<file path="src/rtl/tiny16_uart_tx.sv">
`default_nettype none
// ============================================================================
// Module      : tiny16_uart_tx
// Description : Byte FIFO feeding an 8N1 UART transmitter (LSB first, idle high).
// Revision    : 1.0 - initial release
// ============================================================================
module tiny16_uart_tx #(
    parameter int CLKS_PER_BIT = 139,
    parameter int FIFO_DEPTH   = 4
) (
    input  logic       clk,
    input  logic       rst_n,
    input  logic       we,
    input  logic [7:0] data,
    output logic       full,
    output logic       empty,
    output logic       busy,
    output logic       tx
);
    localparam int c_ptr_w = $clog2(FIFO_DEPTH);
    localparam int c_cnt_w = c_ptr_w + 1;
    localparam logic [c_cnt_w-1:0] c_depth     = c_cnt_w'(FIFO_DEPTH);
    localparam logic [15:0]        c_baud_last = 16'(CLKS_PER_BIT - 1);

    localparam logic [1:0] c_idle  = 2'd0;
    localparam logic [1:0] c_start = 2'd1;
    localparam logic [1:0] c_data  = 2'd2;
    localparam logic [1:0] c_stop  = 2'd3;

    logic [7:0]         r_mem [FIFO_DEPTH];
    logic [c_ptr_w-1:0] r_wr_ptr;
    logic [c_ptr_w-1:0] r_rd_ptr;
    logic [c_cnt_w-1:0] r_count;
    logic [c_cnt_w-1:0] w_count_next;
    logic               r_full;
    logic               r_empty;
    logic               w_push;
    logic               w_pop;

    logic [1:0]  r_state;
    logic [1:0]  w_state_next;
    logic [15:0] r_baud;
    logic [15:0] w_baud_next;
    logic [2:0]  r_bit;
    logic [2:0]  w_bit_next;
    logic [7:0]  r_shift;
    logic [7:0]  w_shift_next;
    logic        w_baud_done;
    logic        r_tx;
    logic        w_tx_next;
    logic        r_busy;
    logic        w_busy_next;

    // A write is judged against the registered FULL, so a same-cycle pop cannot rescue it.
    assign w_push      = we & ~r_full;
    assign w_pop       = (r_state == c_idle) & ~r_empty;
    assign w_baud_done = (r_baud == c_baud_last);

    always_ff @(posedge clk) begin
        if (w_push) begin
            r_mem[r_wr_ptr] <= data;
        end
    end

    always_comb begin
        w_count_next = r_count;
        if (w_push && !w_pop) begin
            w_count_next = r_count + c_cnt_w'(1);
        end else if (!w_push && w_pop) begin
            w_count_next = r_count - c_cnt_w'(1);
        end
    end

    always_ff @(posedge clk or negedge rst_n) begin
        if (!rst_n) begin
            r_wr_ptr <= '0;
            r_rd_ptr <= '0;
            r_count  <= '0;
            r_full   <= 1'b0;
            r_empty  <= 1'b1;
        end else begin
            if (w_push) begin
                r_wr_ptr <= r_wr_ptr + c_ptr_w'(1);
            end
            if (w_pop) begin
                r_rd_ptr <= r_rd_ptr + c_ptr_w'(1);
            end
            r_count <= w_count_next;
            r_full  <= (w_count_next == c_depth);
            r_empty <= (w_count_next == '0);
        end
    end

    always_ff @(posedge clk or negedge rst_n) begin
        if (!rst_n) begin
            r_state <= c_idle;
            r_baud  <= '0;
            r_bit   <= '0;
            r_shift <= '0;
            r_tx    <= 1'b1;
            r_busy  <= 1'b0;
        end else begin
            r_state <= w_state_next;
            r_baud  <= w_baud_next;
            r_bit   <= w_bit_next;
            r_shift <= w_shift_next;
            r_tx    <= w_tx_next;
            r_busy  <= w_busy_next;
        end
    end

    always_comb begin
        w_state_next = r_state;
        w_baud_next  = r_baud + 16'd1;
        w_bit_next   = r_bit;
        w_shift_next = r_shift;
        case (r_state)
            c_idle: begin
                w_baud_next = '0;
                w_bit_next  = '0;
                if (!r_empty) begin
                    w_state_next = c_start;
                    w_shift_next = r_mem[r_rd_ptr];
                end
            end
            c_start: begin
                if (w_baud_done) begin
                    w_state_next = c_data;
                    w_baud_next  = '0;
                    w_bit_next   = '0;
                end
            end
            c_data: begin
                if (w_baud_done) begin
                    w_baud_next  = '0;
                    w_shift_next = {1'b0, r_shift[7:1]};
                    if (r_bit == 3'd7) begin
                        w_state_next = c_stop;
                    end else begin
                        w_bit_next = r_bit + 3'd1;
                    end
                end
            end
            c_stop: begin
                if (w_baud_done) begin
                    w_state_next = c_idle;
                    w_baud_next  = '0;
                end
            end
            default: begin
                w_state_next = c_idle;
            end
        endcase
    end

    // TX and BUSY are decoded from the next state so they register alongside it.
    always_comb begin
        w_busy_next = (w_state_next != c_idle);
        case (w_state_next)
            c_start: w_tx_next = 1'b0;
            c_data:  w_tx_next = w_shift_next[0];
            default: w_tx_next = 1'b1;
        endcase
    end

    assign full  = r_full;
    assign empty = r_empty;
    assign busy  = r_busy;
    assign tx    = r_tx;

endmodule
`default_nettype wire

</file>
<file path="config.mk">
export PLATFORM = sky130hd
export DESIGN_NAME = tiny16_uart_tx
export DESIGN_NICKNAME = d
export VERILOG_FILES = /design/src/rtl/tiny16_uart_tx.sv
export SDC_FILE = /design/constraint.sdc
export NUM_CORES = 1
export LEC_CHECK = 0
export CELL_PAD_IN_SITES_DETAIL_PLACEMENT = 0
export CELL_PAD_IN_SITES_GLOBAL_PLACEMENT = 1
export CORE_MARGIN = 2
export CORE_UTILIZATION = 45
export DETAILED_ROUTE_END_ITERATION = 10
export HOLD_SLACK_MARGIN = 0.06
export PLACE_DENSITY = 0.73
export SETUP_SLACK_MARGIN = 0.15
export SLEW_MARGIN = 25
export SYNTH_ARGS = -nofsm -noshare
export SYNTH_HDL_FRONTEND = slang
export SYNTH_SLANG_ARGS = --single-unit
</file>
<file path="constraint.sdc">
create_clock -name clk -period 1.6 [get_ports clk]
set_input_delay 0.16 -clock clk [delete_from_list [all_inputs] [get_ports clk]]
set_output_delay 0.16 -clock clk [all_outputs]
set_load 0.005 [all_outputs]
</file>
* After elaboration in Yosys (flattened, before gate mapping)
Memory sizes are Yosys's and may differ from the RTL's. Cells that the tools add are included.
Word-level totals: bits in registers 40, input port bits 11, RAM bits 32, memories 1, output and inout port bits 4
Memory list:
- r_mem | depth 4, bits a word 8, read ports 1, clocked after Yosys merged registers in 0, write ports 1, line 30 | logic [7:0] r_mem [FIFO_DEPTH];
Cells by class: add/subtract/negate cells 6, reduce and logical (&&, ||, !) cells 12, bitwise logic cells 4, mux-type cells 20, equal/unequal tests 12
Operators by type and width (count):
- 16-bit case mux with 2 select lines | 1
- 16-bit by 1-bit adder with 16-bit output, second input constant | 1
- 16-bit by 8-bit == test with 1-bit output, second input constant | 1
- 16-bit 2-to-1 mux | 1
- 8-bit 2-to-1 mux | 2
- 8-bit case mux with 2 select lines | 1
- 3-bit 2-to-1 mux | 5
- 2-bit 2-to-1 mux | 5
- 3-bit case mux with 3 select lines | 1
- 2-bit != test, second input constant | 4
- 2-bit case mux with 4 select lines | 1
- 3-bit by 1-bit adder with 3-bit output, second input constant | 2
- 2-bit == test, second input constant | 3
- 3-bit == test, second input constant | 2
- 2-bit by 1-bit adder with 2-bit output, second input constant | 2
- 2-bit by 1-bit == test with 1-bit output, second input constant | 2
- 4-bit AND reduction | 1
- 2-bit nonzero test | 2
- 3-bit zero test | 1
- 3-bit AND reduction | 1
- 3-bit nonzero test | 1
- 3-bit OR reduction | 1
- 3-bit by 1-bit subtractor with 3-bit output, second input constant | 1
- 1-bit bitwise AND | 2
- other kinds (6) | 10

* Depth between registers and ports, before layout
Gate-level depths: netlist (run 1).
word-level depth 7, mapped depth 7

* Least setup slack after synthesis (run 1)
OpenSTA, ideal clock, no wires.
path kind reg-to-reg, start point register r_baud[0], end point register r_bit[0], clock period less this slack 1.660 ns, cell stages (with the launch flop) 7, setup slack -0.060 ns, arrival time 1.573 ns, required time 1.513 ns, cell sequence dfrtp_1 inv_1 ha_1 nor4b_4 nand4_2 or4_1 o211ai_1
Between the ends: longest elaborated chain between the ends 3
Ends and longest elaborated chain:
- from (decl) | line 42 | logic [15:0] r_baud;
- from (signal assigned) | line 104 | r_baud <= w_baud_next;
- 16-bit by 8-bit == test with 1-bit output * | line 57 | assign w_baud_done = (r_baud == c_baud_last);
- 2-bit != test (no line)
- 4-bit AND reduction (no line) *
- to (signal assigned) | line 105 | r_bit <= w_bit_next;
- to (decl) | line 44 | logic [2:0] r_bit;
Mark *: on every way between the ends. The rest lies on a longest branch, timed or not. A chain may end at the register's enable or synchronous reset.

* Final worst setup path (run 1)
start point register r_baud[0], end point register r_shift[3]
Between the ends: longest elaborated chain between the ends 3
Ends and longest elaborated chain:
- 16-bit by 8-bit == test with 1-bit output | line 57
- 2-bit != test (no line)
- 3-bit AND reduction (no line)
- to (signal assigned) | line 106 | r_shift <= w_shift_next;
- to (decl) | line 46 | logic [7:0] r_shift;
No other way between the ends.

==> impl_summary.txt, run 1 <==
----------------------------------------------------
[Worst hold path]
  Worst hold path type ... in2async

[Timing]
  Post-route clock skew ... 0.00959 ns
  Setup WS post-layout ... -0.170 ns
  Hold Fails Final Rpt ... 0
  Final setup fails ... 30
  Final critical-path share of the clock period ... 1.11
  Final critical delay including setup and external delays ... 1.77 ns
  Slew Limit Fails ... 0
  Worst slew pin tran ... 0.475 ns
  RSZ-0062 raised after global routing ... true
  Maximum clock frequency ... 565 MHz
  Setup Total Neg Slack ... -2.56 ns
  Worst slew margin ... 0.684

[Die]
  Die Wd ... 89.8 um
  Row count ... 31
  I/O pin count ... 15
  DIE HEIGHT ... 89.8 um
  Initial Util ... 0.461
  Area enclosed by the die boundary ... 8060 um2
  Area of the core ... 7180 um2

[Logic synthesis]
  Total number of yosys warnings ... 0
  Cell count after synthesis ... 255
  Number of nets produced by synthesis ... 276
  Flops & latches, synth ... 72
  Synthesized area per cell ... 13.0 um2
  Count of unique library cells instantiated by Yosys ... 45
  Most instantiated flip-flop cell in the synthesis netlist ... sky130_fd_sc_hd__dfrtp_1
  Proportion of synthesized flip-flops having asynchronous set or reset ... 0.556
  Post-synth EDFFs ... 32
  Synthesized area ... 3310 um2
  Seq/Total Area, Yosys ... 0.594

[Route]
  Starting DRC count in detailed routing ... 85
  Post-Route WL ... 6450 um
  Via total after detailed routing ... 2236
  Routed WL per cell ... 15.0 um
  Vias per cell ... 5.19
  Number of design rule violations left after detail routing ... 0
  1st-pass router iterations ... 5
  Count of antenna-violating nets left after detailed routing ... 0

[Power and ir drop]
  Power per Cell Area ... 1280 nW/um2
  Net Sw Power ... 1.72 mW
  Internal portion of total power ... 3.92 mW
  Proportion of total power due to net switching ... 0.304
  Maximum VDD drop ... 711 uV
  Standby leakage power ... 1.75 nW
  Combinational share of power ... 0.327
  Portion of total power attributed to the clock network ... 0.210
  Sequential Power Share ... 0.463

[Layout]
  Synth-to-Final Area Change ... 33.6%
  Filler cell count ... 579
  Count of non-filler cells in the finished layout ... 431
  Summed area of non-filler cells in the final layout ... 4420 um2
  Footprint of the multi-input gates ... 1470 um2
  Diode insertion count for antenna repair ... 0
  Final #Nets ... 348
  Final Util ... 0.616
  Fraction of layout cells with a size suffix above 1 ... 0.343
  Sequential cell area ... 1970 um2

[Global routing]
  Remaining global-route overflow ... 0
  Initial antenna violation count ... 0
  Largest net degree at the start of global routing ... 23
  Number of global-route vias before repair ... 2238
  Global-route wire length before repair ... 10800 um
  Aggregate global-route resource usage ... 0.170

[Placement]
  Buffers added on ports ... 14
  Post-Place Setup Slack ... -0.151 ns
  Area after detailed placement ... 3930 um2
  Dpl cells ... 400
  Detailed placement HPWL ... 4210 um
  GPL Wtd Cong ... 0.775

[Critical path]
  Sort of element at the start of the critical path ... flip-flop
  Required time reported for the critical path endpoint ... 1.82 ns
  Reg-to-reg endpoint ... r_shift[3]
  Startpoint of the worst register-to-register path ... r_baud[0]
  Startpoint of the most critical setup path ... r_baud[0]
  Cell depth of the worst flop-to-flop path ... 7
  Nature of the critical path endpoint ... flip-flop
  CP Data Arrival Time ... 1.99 ns
  Class of the most critical setup path ... reg2reg
  Critical Path Sink ... r_shift[3]
  Flop-to-flop setup slack ... -0.17 ns
  Critical path peak fanout ... 6

[Status]
  Outcome ... finished, violations left
  Failing checks ... setup timing

[Clock network]
  TritonCTS clock tree ... built
  Clock input transition at the sequential cells of the worst setup and hold paths ... 0.08 ns
  TritonCTS Sinks ... 72
  CTS buffer count ... 9
  Buffers from clock root to sink, at most ... 2
  H-tree depth ... 3
  Root buffer cell ... sky130_fd_sc_hd__clkbuf_8
  Clock latency at the later pin of the worst-skew pair ... 0.34 ns

[Run]
  Number of maximum-capacitance violations ... 0

----------------------------------------------------
==> cell type report <==
class | instances | area share
clock buffer | 13 | 0.0314
clock inverter | 3 | 0.00424
inverter | 12 | 0.0102
multi-input combinational | 164 | 0.332
sequential | 72 | 0.445
tap | 99 | 0.0280
timing repair buffer | 68 | 0.150
==> cell usage after synthesis, drive strengths merged (2+ instances only) <==
library cell,instances,area (um2)
nand4,5,43.8
nor3,7,40.0
nand2,15,56.3
nand3,7,35.0
clkbuf,5,18.8
dfrtp,38,951
a31oi,2,12.5
ha,10,125
nor4,5,46.3
nor2b,2,12.5
and2,10,62.6
a221o,6,60.1
or3,2,12.5
a21oi,6,30.0
and3,2,12.5
xor2,3,26.3
inv,12,45.0
dfstp,2,52.6
o211ai,9,67.6
nor3b,2,20.0
nor4b,2,47.6
mux4,8,180
nor2,26,97.6
edfxtp,32,961
or4,2,15.0
o21ai,5,28.8
buf,3,15.0
xnor2,15,131
==> through the flow <==
step	hold WS, ns	total power, mW
3_3_place_gp	0.146	4.14
3_5_place_dp	0.148	4.18
4_1_cts	0.304	5.61
6_report	0.301	5.64
2_1_floorplan	-0.136	3.49
5_1_grt	0.344	6.00
==> routing by layer <==
metal | vias to the layer above | GRT usage | routed length [um]
met1 | 1104 | 0.226 | 2870
met5 | - | 0 | 0
li1 | 1089 | - | -
met2 | 38 | 0.273 | 3280
met3 | 5 | 0.0402 | 237
met4 | 0 | 0.0654 | 64
==> worst max-delay path, stage by stage, from the launching register on <==
cell,delay [ns]
sky130_fd_sc_hd__dfrtp_1,0.39
sky130_fd_sc_hd__inv_1,0.07
sky130_fd_sc_hd__ha_1,0.16
sky130_fd_sc_hd__nor4b_4,0.22
sky130_fd_sc_hd__buf_4,0.17
sky130_fd_sc_hd__and4_4,0.25
sky130_fd_sc_hd__a21oi_4,0.08
sky130_fd_sc_hd__a221o_1,0.31
==> flip-flops by register name (all words and copies together), names as in the netlist <==
| register | cells |
|---|---|
| r_mem | 32 |
| r_baud | 16 |
| r_shift | 8 |
| r_bit | 3 |
| r_count | 3 |
| r_rd_ptr | 2 |
| r_state | 2 |
| r_wr_ptr | 2 |
| busy | 1 |
| empty | 1 |
| full | 1 |
| tx | 1 |
==> placed cells by master, fill, tap and decap left out, types with 4 or more instances in the layout <==
cell type | Yosys | routed
sky130_fd_sc_hd__a21oi_1 | 6 | 4
sky130_fd_sc_hd__a221o_1 | 6 | 6
sky130_fd_sc_hd__and2_1 | 10 | 9
sky130_fd_sc_hd__buf_12 | 0 | 7
sky130_fd_sc_hd__buf_4 | 0 | 38
sky130_fd_sc_hd__buf_6 | 0 | 8
sky130_fd_sc_hd__clkbuf_1 | 5 | 4
sky130_fd_sc_hd__clkbuf_8 | 0 | 9
sky130_fd_sc_hd__clkdlybuf4s50_1 | 0 | 10
sky130_fd_sc_hd__dfrtp_1 | 38 | 36
sky130_fd_sc_hd__edfxtp_1 | 32 | 32
sky130_fd_sc_hd__ha_1 | 10 | 9
sky130_fd_sc_hd__inv_1 | 12 | 12
sky130_fd_sc_hd__mux4_2 | 8 | 8
sky130_fd_sc_hd__nand2_1 | 15 | 15
sky130_fd_sc_hd__nand3_1 | 7 | 6
sky130_fd_sc_hd__nor2_1 | 26 | 22
sky130_fd_sc_hd__o211ai_1 | 9 | 9
sky130_fd_sc_hd__xnor2_1 | 15 | 15
==> power by group through the flow <==
stage                     Sequential [mW]  Clock [mW]  Combinational (mW)
after floorplan                      2.60           0               0.900
after global placement               2.62           0                1.52
after detailed placement             2.63           0                1.55
after CTS                            2.61        1.22                1.79
after global routing                 2.67        1.31                2.03
final                                2.61        1.18                1.84
==> timing repair <==
action,in CTS,in global routing
pin swaps,10,10
resized for setup,30,18
hold buffers,1,0
setup buffers,8,5
gates cloned,0,1
hold endpoints to repair,18,0
endpoints found under the setup margin,37,70
==> how the worst min path moves through the flow <==
stage,slack (ns),end
final,0.30,r_bit[1]
after global routing,0.34,r_bit[1]
after CTS,0.30,r_bit[1]
after detailed placement,0.15,r_bit[1]
after global placement,0.15,r_bit[1]
after floorplan,-0.14,busy
==> kinds of logic after synthesis <==
group / after synthesis / synth area share
AND/OR/NAND/NOR: 92 / 0.164
flip-flops: 72 / 0.594
AO/OA/AOI/OAI: 34 / 0.0756
buffers and inverters: 20 / 0.0238
XOR/XNOR: 18 / 0.0476
adder cells (fa/ha/maj): 10 / 0.0378
multiplexers: 9 / 0.0578
Power figures use the tool's default switching activity.
==> run 2, diff against run 1 <==
--- a/config.mk
+++ b/config.mk
@@ -11,6 +11,7 @@
 export CORE_UTILIZATION = 45
 export DETAILED_ROUTE_END_ITERATION = 10
 export HOLD_SLACK_MARGIN = 0.06
+export MAX_ROUTING_LAYER = met4
 export PLACE_DENSITY = 0.73
 export SETUP_SLACK_MARGIN = 0.15
 export SLEW_MARGIN = 25
==> impl_summary.txt, run 2 (synthesized netlist as in run 1, its figures left out) <==
----------------------------------------------------
[Status]
  Outcome ... finished, violations left (unchanged)
  Failing checks ... setup timing (unchanged)

[Critical path]
  Class of the most critical setup path ... reg2reg (unchanged)
  Sort of element at the start of the critical path ... flip-flop (unchanged)
  Nature of the critical path endpoint ... flip-flop (unchanged)
  Cell depth of the worst flop-to-flop path ... 7 (unchanged)
  CP Data Arrival Time ... 1.99 ns (about the same)
  Critical path peak fanout ... 6 (unchanged)
  Required time reported for the critical path endpoint ... 1.82 ns (about the same)

[Layout]
  Fraction of layout cells with a size suffix above 1 ... 0.343 (unchanged)
  Synth-to-Final Area Change ... 33.6% (unchanged)
  Summed area of non-filler cells in the final layout ... 4420 um2 (unchanged)
  Diode insertion count for antenna repair ... 0 (unchanged)
  Most frequent standard cell in the layout excluding fill and tap cells ... sky130_fd_sc_hd__buf_4 (unchanged)
  Largest reg by FF count ... r_mem (unchanged)
  Count of non-filler cells in the finished layout ... 431 (unchanged)
  Final #Nets ... 348 (unchanged)
  Biggest regs ... r_mem (32), r_baud (16), r_shift (8) (unchanged)
  Max reg flops ... 32 (unchanged)
  Commonest non-fill, non-tap cells in the layout ... 38 x sky130_fd_sc_hd__buf_4, 36 x sky130_fd_sc_hd__dfrtp_1, 32 x sky130_fd_sc_hd__edfxtp_1 (unchanged)

[Power and ir drop]
  Maximum VDD drop ... 711 uV (about the same)
  Proportion of total power due to net switching ... 0.305 (was 0.304)
  Standby leakage power ... 1.75 nW (unchanged)
  Sequential Power Share ... 0.463 (about the same)
  Combinational share of power ... 0.327 (about the same)
  Net Sw Power ... 1.72 mW (about the same)
  Portion of total power attributed to the clock network ... 0.210 (about the same)
  Internal portion of total power ... 3.92 mW (about the same)
  Power per Cell Area ... 1280 nW/um2 (about the same)

[Timing]
  Post-route clock skew ... 0.0109 ns (was 0.00959 ns)
  Worst slew margin ... 0.684 (about the same)
  Slew Limit Fails ... 0 (unchanged)
  Final critical-path share of the clock period ... 1.10 (was 1.11)
  Final critical delay including setup and external delays ... 1.77 ns (about the same)
  Hold Fails Final Rpt ... 0 (unchanged)
  Setup WS post-layout ... -0.166 ns (was -0.170 ns)
  Maximum clock frequency ... 566 MHz (was 565 MHz)
  RSZ-0062 raised after global routing ... true (unchanged)
  Worst slew pin tran ... 0.474 ns (was 0.475 ns)
  Final setup fails ... 30 (unchanged)
  Worst hold slack ... 0.300 ns (was 0.301 ns)

[Placement]
  Area after detailed placement ... 3930 um2 (unchanged)
  Dpl cells ... 400 (unchanged)
  Buffers added on ports ... 14 (unchanged)
  GPL Wtd Cong ... 0.786 (was 0.775)
  Detailed placement HPWL ... 4210 um (unchanged)

[Die]
  Initial Util ... 0.461 (unchanged)
  Die Wd ... 89.8 um (unchanged)
  Area enclosed by the die boundary ... 8060 um2 (unchanged)
  I/O pin count ... 15 (unchanged)
  Area of the core ... 7180 um2 (unchanged)
  DIE HEIGHT ... 89.8 um (unchanged)
  Row count ... 31 (unchanged)

[Route]
  1st-pass router iterations ... 4 (was 5)
  Starting DRC count in detailed routing ... 80 (was 85)
  Number of design rule violations left after detail routing ... 0 (unchanged)
  Routed WL per cell ... 15.0 um (about the same)
  Vias per cell ... 5.18 (was 5.19)
  Post-Route WL ... 6460 um (was 6450 um)
  Count of antenna-violating nets left after detailed routing ... 0 (unchanged)
  Via total after detailed routing ... 2233 (was 2236)

[Clock network]
  Clock input transition at the sequential cells of the worst setup and hold paths ... 0.08 ns (about the same)
  CTS buffer count ... 9 (unchanged)
  TritonCTS Sinks ... 72 (unchanged)
  Root buffer cell ... sky130_fd_sc_hd__clkbuf_8 (unchanged)
  TritonCTS clock tree ... built (unchanged)
  Clock latency at the later pin of the worst-skew pair ... 0.34 ns (about the same)
  Buffers from clock root to sink, at most ... 2 (unchanged)
  H-tree depth ... 3 (unchanged)

[Global routing]
  Aggregate global-route resource usage ... 0.175 (was 0.170)
  Met2 Use GR ... 0.273 (unchanged)
  Met1 usage ... 0.227 (was 0.226)
  Most congested layer reported by global routing ... met2 (unchanged)
  Number of global-route vias before repair ... 2235 (was 2238)
  Met3 routing resource usage after global routing ... 0.0377 (was 0.0402)
  Global-route wire length before repair ... 10800 um (about the same)
  Remaining global-route overflow ... 0 (unchanged)
  Initial antenna violation count ... 0 (unchanged)
  Largest net degree at the start of global routing ... 23 (unchanged)

[Worst hold path]
  Worst hold path type ... in2async (unchanged)

[Run]
  Number of maximum-capacitance violations ... 0 (unchanged)

----------------------------------------------------
[run 2: cell counts in the layout (fill, tap and decap cells not counted)]
No cell type changed its count.
[run 2: worst paths after layout]
| check | start | endpoint | slack, ns |
|---|---|---|---|
| worst max-delay path | r_baud[0] | r_shift[3] | -0.17 |
| worst min-delay path | rst_n | r_bit[1] | 0.30 |
| worst max register to register | r_baud[0] | r_shift[3] | -0.17 |
| worst min register to register | r_baud[0] | r_baud[0] | 0.46 |
| max in group asynchronous | rst_n | empty | 0.75 |
| min in group clk | data[7] | r_mem[0][7] | 0.46 |
[run 2: worst max-delay path, stage by stage (launching register included)]
cell and delay [ns]:
sky130_fd_sc_hd__dfrtp_1 0.39, sky130_fd_sc_hd__inv_1 0.07, sky130_fd_sc_hd__ha_1 0.16, sky130_fd_sc_hd__nor4b_4 0.22, sky130_fd_sc_hd__buf_4 0.17, sky130_fd_sc_hd__and4_4 0.25, sky130_fd_sc_hd__a21oi_4 0.08, sky130_fd_sc_hd__a221o_1 0.31
[run 2: repair_timing]
| action | 4_1_cts | 5_1_grt |
|---|---|---|
| cloned | 0 | 1 |
| endpoints found under the hold margin | 18 | 0 |
| hold buffers | 1 | 0 |
| pin swaps | 10 | 10 |
| setup endpoints to repair | 37 | 70 |
| gates resized for setup | 30 | 18 |
| setup buffers | 8 | 5 |
[run 2: layout make-up]
cell class | count | area (um2)
fill | 579 | 2750
sequential | 72 | 1970
multi-input combinational | 164 | 1470
timing repair buffer | 68 | 662
clock buffer | 13 | 139
tap | 99 | 124
inverter | 12 | 45.0
clock inverter | 3 | 18.8
[run 2: through the flow]
step | worst slack [ns] | TNS (ns) | power (mW) | util
2_1_floorplan | -0.0169 | -0.112 | 3.49 | -
3_3_place_gp | -0.0581 | -0.209 | 4.14 | 0.548
3_5_place_dp | -0.151 | -1.98 | 4.18 | 0.548
4_1_cts | -0.103 | -1.32 | 5.61 | 0.600
5_1_grt | -0.245 | -4.82 | 6.00 | 0.616
6_report | -0.166 | -2.54 | 5.64 | 0.616
[run 2: power groups by stage]
| stage | clock (mW) | sequential (mW) | combinational [mW] |
|---|---|---|---|
| 4_1_cts | 1.22 | 2.61 | 1.79 |
| 2_1_floorplan | 0 | 2.60 | 0.900 |
| 3_5_place_dp | 0 | 2.63 | 1.55 |
| 5_1_grt | 1.30 | 2.67 | 2.03 |
| 3_3_place_gp | 0 | 2.62 | 1.52 |
| 6_report | 1.18 | 2.61 | 1.84 |
[run 2: per-layer routing]
metal  routed length (um)  part of all wire  vias up
met2                 3270              0.51       42
met3                  235             0.036        8
met1                 2890              0.45     1097
met4                   69             0.011        0
li1                     -                 -     1086
met5                    0                 0        -
==> run 3, diff against run 2 <==
--- a/config.mk
+++ b/config.mk
@@ -11,7 +11,6 @@
 export CORE_UTILIZATION = 45
 export DETAILED_ROUTE_END_ITERATION = 10
 export HOLD_SLACK_MARGIN = 0.06
-export MAX_ROUTING_LAYER = met4
 export PLACE_DENSITY = 0.73
 export SETUP_SLACK_MARGIN = 0.15
 export SLEW_MARGIN = 25
==> results of run 3 <==
The final DEF is identical to that of run 1; final timing and power are the same.
